$ cat src/rtl/cpu_pkg.sv
// cpu_pkg: shared decode types, RV32I major-opcode constants and decode helpers.
package cpu_pkg;

  typedef enum logic [3:0] {
    OP_LUI     = 4'd0,
    OP_AUIPC   = 4'd1,
    OP_JAL     = 4'd2,
    OP_JALR    = 4'd3,
    OP_BRANCH  = 4'd4,
    OP_LOAD    = 4'd5,
    OP_STORE   = 4'd6,
    OP_IMM     = 4'd7,
    OP_REG     = 4'd8,
    OP_FENCE   = 4'd9,
    OP_SYSTEM  = 4'd10,
    OP_ILLEGAL = 4'd11
  } op_e;

  typedef enum logic [2:0] {
    IMM_NONE = 3'd0,
    IMM_I    = 3'd1,
    IMM_S    = 3'd2,
    IMM_B    = 3'd3,
    IMM_U    = 3'd4,
    IMM_J    = 3'd5
  } imm_fmt_e;

  // opcode[6:2] values
  localparam logic [4:0] OPC_LOAD     = 5'b00000;
  localparam logic [4:0] OPC_MISC_MEM = 5'b00011;
  localparam logic [4:0] OPC_OP_IMM   = 5'b00100;
  localparam logic [4:0] OPC_AUIPC    = 5'b00101;
  localparam logic [4:0] OPC_STORE    = 5'b01000;
  localparam logic [4:0] OPC_OP       = 5'b01100;
  localparam logic [4:0] OPC_LUI      = 5'b01101;
  localparam logic [4:0] OPC_BRANCH   = 5'b11000;
  localparam logic [4:0] OPC_JALR     = 5'b11001;
  localparam logic [4:0] OPC_JAL      = 5'b11011;
  localparam logic [4:0] OPC_SYSTEM   = 5'b11100;

  function automatic op_e decode_op(input logic [6:0] opcode);
    op_e op;
    op = OP_ILLEGAL;
    if (opcode[1:0] == 2'b11) begin
      case (opcode[6:2])
        OPC_LUI:      op = OP_LUI;
        OPC_AUIPC:    op = OP_AUIPC;
        OPC_JAL:      op = OP_JAL;
        OPC_JALR:     op = OP_JALR;
        OPC_BRANCH:   op = OP_BRANCH;
        OPC_LOAD:     op = OP_LOAD;
        OPC_STORE:    op = OP_STORE;
        OPC_OP_IMM:   op = OP_IMM;
        OPC_OP:       op = OP_REG;
        OPC_MISC_MEM: op = OP_FENCE;
        OPC_SYSTEM:   op = OP_SYSTEM;
        default:      op = OP_ILLEGAL;
      endcase
    end
    return op;
  endfunction

  function automatic imm_fmt_e imm_fmt(input op_e op);
    imm_fmt_e fmt;
    case (op)
      OP_LUI, OP_AUIPC:                     fmt = IMM_U;
      OP_JAL:                               fmt = IMM_J;
      OP_JALR, OP_LOAD, OP_IMM, OP_SYSTEM:  fmt = IMM_I;
      OP_BRANCH:                            fmt = IMM_B;
      OP_STORE:                             fmt = IMM_S;
      default:                              fmt = IMM_NONE;
    endcase
    return fmt;
  endfunction

endpackage

$ cat src/rtl/imm_gen.sv
// imm_gen: assembles the I/S/B/U/J immediate and sign-extends it to XLEN.
module imm_gen
  import cpu_pkg::*;
#(
  parameter int unsigned XLEN = 32
) (
  input  logic [31:7]     instr_i,
  input  imm_fmt_e        fmt_i,
  output logic [XLEN-1:0] imm_o
);

  logic [31:0] imm32;

  // scatter-gather of immediate bits per instruction format
  always_comb begin
    imm32 = '0;
    case (fmt_i)
      IMM_I: imm32 = {{20{instr_i[31]}}, instr_i[31:20]};
      IMM_S: imm32 = {{20{instr_i[31]}}, instr_i[31:25], instr_i[11:7]};
      IMM_B: imm32 = {{19{instr_i[31]}}, instr_i[31], instr_i[7], instr_i[30:25],
                      instr_i[11:8], 1'b0};
      IMM_U: imm32 = {instr_i[31:12], 12'h000};
      IMM_J: imm32 = {{11{instr_i[31]}}, instr_i[31], instr_i[19:12], instr_i[20],
                      instr_i[30:21], 1'b0};
      default: imm32 = '0;
    endcase
  end

  assign imm_o = XLEN'($signed(imm32));

endmodule

$ cat src/rtl/decode_stage.sv
// decode_stage: RV32I decode with ID/EX register and load-use stall.
// Optional macro DECODE_BYPASS_EN: forward same-cycle write-back data
// instead of stalling on a write-back collision.
module decode_stage
  import cpu_pkg::*;
#(
  parameter int unsigned     XLEN     = 32,
  parameter logic [XLEN-1:0] RESET_PC = 32'h0
) (
  input  logic            clk,
  input  logic            res,
  input  logic            if_valid,
  output logic            if_ready,
  input  logic [31:0]     if_instr,
  input  logic [31:0]     if_pc,
  input  logic            flush,
  output logic [4:0]      A1,
  output logic [4:0]      A2,
  input  logic [XLEN-1:0] RD1,
  input  logic [XLEN-1:0] RD2,
  input  logic [4:0]      wb_rd,
  input  logic [XLEN-1:0] wb_data,
  output logic            ex_valid,
  input  logic            ex_ready,
  output logic [XLEN-1:0] ex_pc,
  output logic [XLEN-1:0] ex_rs1_val,
  output logic [XLEN-1:0] ex_rs2_val,
  output logic [XLEN-1:0] ex_imm,
  output logic [4:0]      ex_rd,
  output logic [2:0]      ex_funct3,
  output logic            ex_funct7b5,
  output logic [3:0]      ex_op
);

  op_e             dec_op;
  logic [XLEN-1:0] dec_imm;
  logic [4:0]      dec_rd;
  logic            use_rs1, use_rs2;
  logic            ex_hit, luse_hit, wb_hit1, wb_hit2, byp1, byp2, hazard, accept;
  logic [XLEN-1:0] rs1_val, rs2_val;

  logic            ex_valid_q, ex_valid_d;
  logic [XLEN-1:0] ex_pc_q, ex_pc_d, ex_rs1_q, ex_rs1_d, ex_rs2_q, ex_rs2_d;
  logic [XLEN-1:0] ex_imm_q, ex_imm_d;
  logic [4:0]      ex_rd_q, ex_rd_d, luse_rd_q, luse_rd_d;
  logic [2:0]      ex_funct3_q, ex_funct3_d;
  logic            ex_funct7b5_q, ex_funct7b5_d;
  op_e             ex_op_q, ex_op_d;

  assign A1     = if_instr[19:15];
  assign A2     = if_instr[24:20];
  assign dec_op = decode_op(if_instr[6:0]);

  imm_gen #(.XLEN(XLEN)) u_imm_gen (
    .instr_i (if_instr[31:7]),
    .fmt_i   (imm_fmt(dec_op)),
    .imm_o   (dec_imm)
  );

  // source usage, with x0 never counting as a dependency
  always_comb begin
    use_rs1 = !(dec_op inside {OP_LUI, OP_AUIPC, OP_JAL, OP_ILLEGAL}) && (A1 != '0);
    use_rs2 = (dec_op inside {OP_BRANCH, OP_STORE, OP_REG}) && (A2 != '0);
    dec_rd  = (dec_op inside {OP_BRANCH, OP_STORE, OP_FENCE, OP_ILLEGAL}) ? '0
                                                                          : if_instr[11:7];
  end

  // load-use: load still in ID/EX, or load that left on the previous edge
  always_comb begin
    ex_hit   = ex_valid_q && (ex_op_q == OP_LOAD) &&
               ((use_rs1 && A1 == ex_rd_q) || (use_rs2 && A2 == ex_rd_q));
    luse_hit = (use_rs1 && A1 == luse_rd_q) || (use_rs2 && A2 == luse_rd_q);
    wb_hit1  = (wb_rd != '0) && use_rs1 && (wb_rd == A1);
    wb_hit2  = (wb_rd != '0) && use_rs2 && (wb_rd == A2);
  end

`ifdef DECODE_BYPASS_EN
  assign byp1   = wb_hit1;
  assign byp2   = wb_hit2;
  assign hazard = ex_hit || luse_hit;
`else
  assign byp1   = 1'b0;
  assign byp2   = 1'b0;
  assign hazard = ex_hit || luse_hit || wb_hit1 || wb_hit2;
`endif

  assign rs1_val  = byp1 ? wb_data : RD1;
  assign rs2_val  = byp2 ? wb_data : RD2;
  assign if_ready = res && !flush && (!ex_valid_q || ex_ready) && !hazard;
  assign accept   = if_valid && if_ready;

  // ID/EX next state: flush beats accept, accept beats drain, else hold
  always_comb begin
    ex_valid_d    = ex_valid_q;
    ex_pc_d       = ex_pc_q;
    ex_rs1_d      = ex_rs1_q;
    ex_rs2_d      = ex_rs2_q;
    ex_imm_d      = ex_imm_q;
    ex_rd_d       = ex_rd_q;
    ex_funct3_d   = ex_funct3_q;
    ex_funct7b5_d = ex_funct7b5_q;
    ex_op_d       = ex_op_q;
    luse_rd_d     = '0;
    if (ex_valid_q && ex_ready && ex_op_q == OP_LOAD) luse_rd_d = ex_rd_q;
    if (flush) begin
      ex_valid_d = 1'b0;
      luse_rd_d  = '0;
    end else if (accept) begin
      ex_valid_d    = 1'b1;
      ex_pc_d       = XLEN'(if_pc);
      ex_rs1_d      = rs1_val;
      ex_rs2_d      = rs2_val;
      ex_imm_d      = dec_imm;
      ex_rd_d       = dec_rd;
      ex_funct3_d   = if_instr[14:12];
      ex_funct7b5_d = if_instr[30];
      ex_op_d       = dec_op;
    end else if (ex_ready) begin
      ex_valid_d = 1'b0;
    end
  end

  // ID/EX and load-use tracking registers
  always_ff @(posedge clk or negedge res) begin
    if (!res) begin
      ex_valid_q    <= 1'b0;
      ex_pc_q       <= RESET_PC;
      ex_rs1_q      <= '0;
      ex_rs2_q      <= '0;
      ex_imm_q      <= '0;
      ex_rd_q       <= '0;
      ex_funct3_q   <= '0;
      ex_funct7b5_q <= 1'b0;
      ex_op_q       <= OP_LUI;
      luse_rd_q     <= '0;
    end else begin
      ex_valid_q    <= ex_valid_d;
      ex_pc_q       <= ex_pc_d;
      ex_rs1_q      <= ex_rs1_d;
      ex_rs2_q      <= ex_rs2_d;
      ex_imm_q      <= ex_imm_d;
      ex_rd_q       <= ex_rd_d;
      ex_funct3_q   <= ex_funct3_d;
      ex_funct7b5_q <= ex_funct7b5_d;
      ex_op_q       <= ex_op_d;
      luse_rd_q     <= luse_rd_d;
    end
  end

  assign ex_valid    = ex_valid_q;
  assign ex_pc       = ex_pc_q;
  assign ex_rs1_val  = ex_rs1_q;
  assign ex_rs2_val  = ex_rs2_q;
  assign ex_imm      = ex_imm_q;
  assign ex_rd       = ex_rd_q;
  assign ex_funct3   = ex_funct3_q;
  assign ex_funct7b5 = ex_funct7b5_q;
  assign ex_op       = ex_op_q;

endmodule

$ cat config.mk
export PLATFORM = sky130hd
export DESIGN_NAME = decode_stage
export DESIGN_NICKNAME = d
export VERILOG_FILES = /design/src/rtl/cpu_pkg.sv /design/src/rtl/imm_gen.sv /design/src/rtl/decode_stage.sv
export SDC_FILE = /design/constraint.sdc
export NUM_CORES = 1
export LEC_CHECK = 0
export CORE_MARGIN = 5
export CORE_UTILIZATION = 42
export DETAILED_ROUTE_END_ITERATION = 7
export GPL_ROUTABILITY_DRIVEN = 0
export HOLD_SLACK_MARGIN = 0.1
export PLACE_DENSITY = 0.84
export SYNTH_ARGS = -nofsm -noshare
export SYNTH_HDL_FRONTEND = slang
export SYNTH_HIERARCHICAL = 1
export SYNTH_SLANG_ARGS = --single-unit
$ cat constraint.sdc
create_clock -name clk -period 4.5 [get_ports clk]
set_input_delay 1.125 -clock clk [delete_from_list [all_inputs] [get_ports clk]]
set_output_delay 1.125 -clock clk [all_outputs]
set_load 0.1 [all_outputs]
======== Yosys cells after proc, flatten, opt, wreduce, memory -nomap -nowiden ========
Memories as Yosys holds them, arrays and structs flattened.
Cells that the tools add are included.
word-level totals
  flip-flop bits (word level) ............. 147
  bits in read-only memories .............. 176
  input bits .............................. 170
  output and inout port bits .............. 153
  word-level logic and storage cells ...... 78
  memories ................................ 2
memories
  name             depth  width  rd ports  clocked after memory_dff  wr ports  line           source
  (no name shown)  32     4      1         0                         0         cpu_pkg.sv:45  case (opcode[6:2])
  (no name shown)  16     3      1         0                         0         cpu_pkg.sv:65  case (op)
cells by class
  equal/unequal tests ..................... 20
  mux-type cells .......................... 8
  bitwise logic cells ..................... 1
  reduce and logical (&&, ||, !) cells .... 37
operator list
  kind                                                 count
  case mux 32 bit (5 select lines)                     1
  equality test 5 bit                                  6
  logical AND 1 bit                                    18
  two-way mux 5 bit                                    3
  nonzero test 5 bit                                   3
  equality test 4 x 3 -> 1 bit, second input constant  3
  equality test 4 bit, second input constant           3
  nonzero test 4 bit                                   2
  equality test 3 x 2 -> 1 bit, second input constant  2
  equality test 3 bit, second input constant           2
  logical OR 1 bit                                     6
  nonzero test 3 bit                                   2
  equality test 4 x 1 -> 1 bit, second input constant  1
  equality test 4 x 2 -> 1 bit, second input constant  1
  logical NOT 1 bit                                    4
  logical NOT 4 bit                                    1
  two-way mux 4 bit                                    1
  equality test 3 x 1 -> 1 bit, second input constant  1
  two-way mux 1 bit                                    3
  equality test 2 bit, second input constant           1
  AND reduction 2 bit                                  1
  NOT 1 bit                                            1

======== Depth between registers and ports, before layout ========
  depth after elaboration ................. 17
  gate-level depth with buffers ........... 14
  depth with buffers taken out ............ 12

======== Hierarchy ========
Netlist, hierarchy kept.
by module, submodules not included
  module        times used  cells each  area each (sq um)  seq. area each (sq um)
  decode_stage  1           438         6580.1             3678.5
  imm_gen       1           66          390.4              0.0

======== Least setup slack after synthesis ========
OpenSTA, ideal clock, no wires.
  path kind ............................... input port to output port
  start ................................... input if_instr[3]
  end ..................................... output if_ready
  arrival ................................. 3.958 ns
  data required time ...................... 3.375 ns
  slack ................................... -0.583 ns
  cell stages on the path ................. 9
  buffers on the path ..................... 0
  cell sequence ........................... inv_1 > ha_1 > and2b_1 > mux2_2 > a22oi_2 > a2111oi_4 > nand3b_1 > nand2_1 > nor2_1
between the ends
  cells in the longest elaborated chain, start to end .. 14
  elaborated cells between the ends (all ways) .. 30
  classes of those cells .................. eq/ne: 6; mux: 1; reduce/logical: 22; memory: 1
ends and longest elaborated chain
  item                                                        line                source
  start, declared                                             decode_stage.sv:14  input logic [31:0] if_instr,
  memory (32 x 4 bit) (*)                                     -
  two-way mux 4 bit (*)                                       cpu_pkg.sv:44       if (opcode[1:0] == 2'b11) begin
  equality test 4 x 1 -> 1 bit, or another cell as far along  decode_stage.sv:62  use_rs1 = !(dec_op inside {OP_LUI, OP_AUIPC, OP_JAL, OP_ILLEGAL}) && (A1 != '0);
  nonzero test 4 bit                                          decode_stage.sv:62
  logical NOT 1 bit                                           decode_stage.sv:62
  logical AND 1 bit                                           decode_stage.sv:62
  logical AND 1 bit                                           decode_stage.sv:71  ((use_rs1 && A1 == ex_rd_q) || (use_rs2 && A2 == ex_rd_q));
  logical OR 1 bit                                            decode_stage.sv:71
  logical AND 1 bit                                           decode_stage.sv:70  ex_hit = ex_valid_q && (ex_op_q == OP_LOAD) &&
  logical OR 1 bit (2 in a row)                               decode_stage.sv:84  assign hazard = ex_hit || luse_hit || wb_hit1 || wb_hit2;
  logical OR 1 bit (*)                                        decode_stage.sv:84
  logical NOT 1 bit (*)                                       decode_stage.sv:89  assign if_ready = res && !flush && (!ex_valid_q || ex_ready) && !hazard;
  logical AND 1 bit (*)                                       decode_stage.sv:89
  end, declared                                               decode_stage.sv:13  output logic if_ready,
Every way passes the cells marked *; elsewhere a longest branch is shown, timed or not.

======== Worst setup path after layout ========
  start ................................... input if_instr[6]
  end ..................................... output if_ready
The elaborated chain is that of the path after synthesis.

==> key figures <==
Status
  • Status: finished, final reports clean

Setup path
  • Slowest-stage cell, CP: clkdlybuf4s50_1
  • CP cell instances: clkdlybuf4s50_1, buf_4, nand3b_1, a21oi_2, nor2b_2, a2111oi_4, nand3b_1, nand2_2, nor2_4, buf_12
  • CP max stage delay: 0.56 ns
  • WS Path Type: in -> out
  • Worst setup SP type: primary input
  • Crit path capture type: output pin
  • WP data arrival: 3.20 ns
  • CP required: 3.38 ns
  • Most used cell, CP: nand3b_1
  • Crit-path max FO: 7

Floorplan
  • Die Area: 0.0193 mm²
  • Die X: 139 µm
  • IO Pins: 323
  • Cell Rows: 47
  • Die span in y: 139 µm
  • Starting Density: 42.5%
  • Core area: 0.0164 mm²

Routing
  • Routed WL per cell: 18.1 µm
  • Drt pass-1 iters: 4
  • Initial detailed-routing violation count: 186
  • DRT Wirelength: 19.1 mm
  • Vias per cell: 4.87
  • Remaining antenna violation count: 0
  • Via count: 5135
  • Drt drc: 0

Synth
  • Top cells by count, synth: dfrtp_1 (147), mux2_4 (70), mux2_2 (63)
  • Post-synth top area share: 52.8%
  • Number of synthesized flops with an enable pin: 0
  • Most used DFF post-synth: dfrtp_1
  • Syn_area_per_cell: 13.8 µm²
  • Most frequent cell after synthesis: dfrtp_1
  • Syn Nets: 677
  • Register area share after synthesis: 52.8%
  • Cell accounting for the most synthesized area: dfrtp_1
  • Mapped cell area: 0.00697 mm²
  • Syn Inst Count: 504
  • Yosys Warn Count: 6
  • Top cells by area, synth: dfrtp_1 (53%), mux2_4 (15%), mux2_2 (10%)
  • Synth async-reset ratio: 100%
  • #FFs+latches synth: 147
  • Post-synth cell types: 53

Clock network
  • CTS tree: built
  • H-tree Lvls: 4
  • Root Buffer: clkbuf_16
  • Hold-fix buffers at CTS: 0
  • Sink Count: 147
  • Clk_lat worst skew: 0.41 ns
  • CTS buffer count: 17
  • Clk buf depth: 2
  • Reg clk slew, reported paths: 0.06 ns

Finish
  • Multi-input gate area: 0.00306 mm²
  • Post-Layout Inst Area: 0.0109 mm²
  • Layout cells sized above 1: 28.4%
  • Area Overhead vs Synth: 56.5%
  • Reg area: 0.00368 mm²
  • Filler Cells Inserted: 1187
  • Antenna Cells: 0
  • Final #Nets: 996

Power
  • Total power draw: 5.77 mW
  • Power per Cell Area: 529 mW/mm²
  • Maximum VDD drop: 341 µV
  • Sw Ratio: 45.7%
  • Seq pwr share: 28.6%
  • Clk network pwr share: 24.6%
  • Leakage: 4.97 nW
  • NetSw: 2.64 mW
  • Comb pwr share: 46.8%
  • Int Pwr: 3.14 mW

GRT
  • GRT overflow: 0
  • Vias in the first global route: 5474
  • First-pass GRT wire length: 30.4 mm
  • Largest net degree at the start of global routing: 73
  • GRT Total Usage: 19.7%
  • Initial antenna violation count: 0

Placement
  • Input/output buffers: 290
  • Placed Area: 0.0103 mm²
  • Post-DP HPWL: 14.8 mm

Timing
  • Fmax: 231 MHz
  • Relative slew slack: 30.2%
  • Final Setup Violations: 0
  • Unrepaired setup endpoints after global routing: false
  • Tcrit/Tclk final: 96.0%
  • Tightest Pin Transition: 1.04 ns
  • Minimum clock period: 4.32 ns
  • Final Hold Viols: 0
  • Clock Skew: 0.00865 ns
  • Final Max Tran Viols: 0

Min path
  • Min-delay worst type: reg -> reg

Run
  • Max Cap Violations: 0
## flip-flops by register name, summed over array words and instances (netlist names)
signal       flops
ex_rs1_val      32
ex_funct3        3
ex_pc           32
ex_valid         1
ex_rd            5
ex_imm          32
ex_rs2_val      32
luse_rd_q        5
ex_op            4
ex_funct7b5      1
## power by group through the flow
stage	Clock [mW]	Combinational [mW]	Sequential [mW]
floorplan	0	0.398	3.25
global placement	0	2.69	1.66
detailed placement	0	2.71	1.68
CTS	1.45	2.72	1.66
global route	1.51	2.77	1.68
finish	1.42	2.70	1.65
## worst max-delay path, delay by kind of cell
kind	cells	cell delay, ns
buffers and inverters	3	0.92
and+or+nand+nor	5	0.59
AOI/OAI and AO/OA	2	0.55
## cells in the final DEF (no fill, tap or decap), types with 8 or more instances in the layout
cell | Yosys | routed
mux2_4 | 70 | 71
nand2_1 | 25 | 24
buf_4 | 13 | 49
mux2_2 | 63 | 62
clkdlybuf4s50_1 | 0 | 276
dfrtp_1 | 147 | 147
xnor2_1 | 14 | 14
and2_1 | 12 | 12
clkbuf_16 | 0 | 17
a22o_1 | 8 | 8
xor2_1 | 16 | 16
nor2_1 | 12 | 11
a21o_1 | 8 | 8
o21ai_0 | 13 | 13
## cell families after synthesis
family	synth area share, %
flip-flops	52.8
adder cells (fa/ha/maj)	0.539
buffers and inverters	3.98
multiplexers	25.5
XOR/XNOR	3.77
AND/OR/NAND/NOR	7.59
AO/OA/AOI/OAI	5.80
## final cells by class
cell class              instances  area share (%)
clock buffers                  20            4.28
clock inverters                11            1.16
inverters                       7           0.241
multi-input cells             316            28.0
flip-flops and latches        147            33.7
well taps                     220            2.52
repair buffers                334            30.1
## timing repair
action	CTS	global route
buffers inserted	1	1
hold endpoints to repair	0	0
pin swaps	3	4
resized for setup	1	9
endpoints found under the setup margin	1	1
## final timing paths
kind | slack (ns) | from | end | cells past startpoint
worst max-delay path | 0.18 | if_instr[6] | if_ready | 10
worst min-delay path | 0.50 | ex_rs2_val[2] | ex_rs2_val[2] | 1
worst max register to register | 1.45 | ex_op[3] | ex_pc[5] | 10
worst min register to register | 0.50 | ex_rs2_val[2] | ex_rs2_val[2] | 1
max in group asynchronous | 2.76 | res | ex_pc[28] | 2
min in group asynchronous | 0.55 | res | ex_op[3] | 1
## layer usage
layer  up-vias  routed length, µm  global-route usage [%]
met1      2523               7970                    24.0
li1       2396                  -                       -
met5         -                  0                       0
met3        26               1270                    5.97
met4         0                376                    6.18
met2       190               9520                    33.6
## metrics by stage
stage | util [%] | setup slack [ns] | TNS, ns | instances | hold slack [ns]
after CTS | 66.3 | 0.0227 | 0 | 1054 | 0.506
after global routing | 66.5 | 0.0450 | 0 | 1055 | 0.516
final | 66.5 | 0.179 | 0 | 1055 | 0.505
after floorplan | - | 0.157 | 0 | 504 | 0.829
after detailed placement | 62.6 | -0.0538 | -0.0538 | 1022 | 0.491
after global placement | 62.6 | -0.00521 | -0.00521 | 1022 | 0.486
Note: power is estimated with default switching activity, not from simulation.
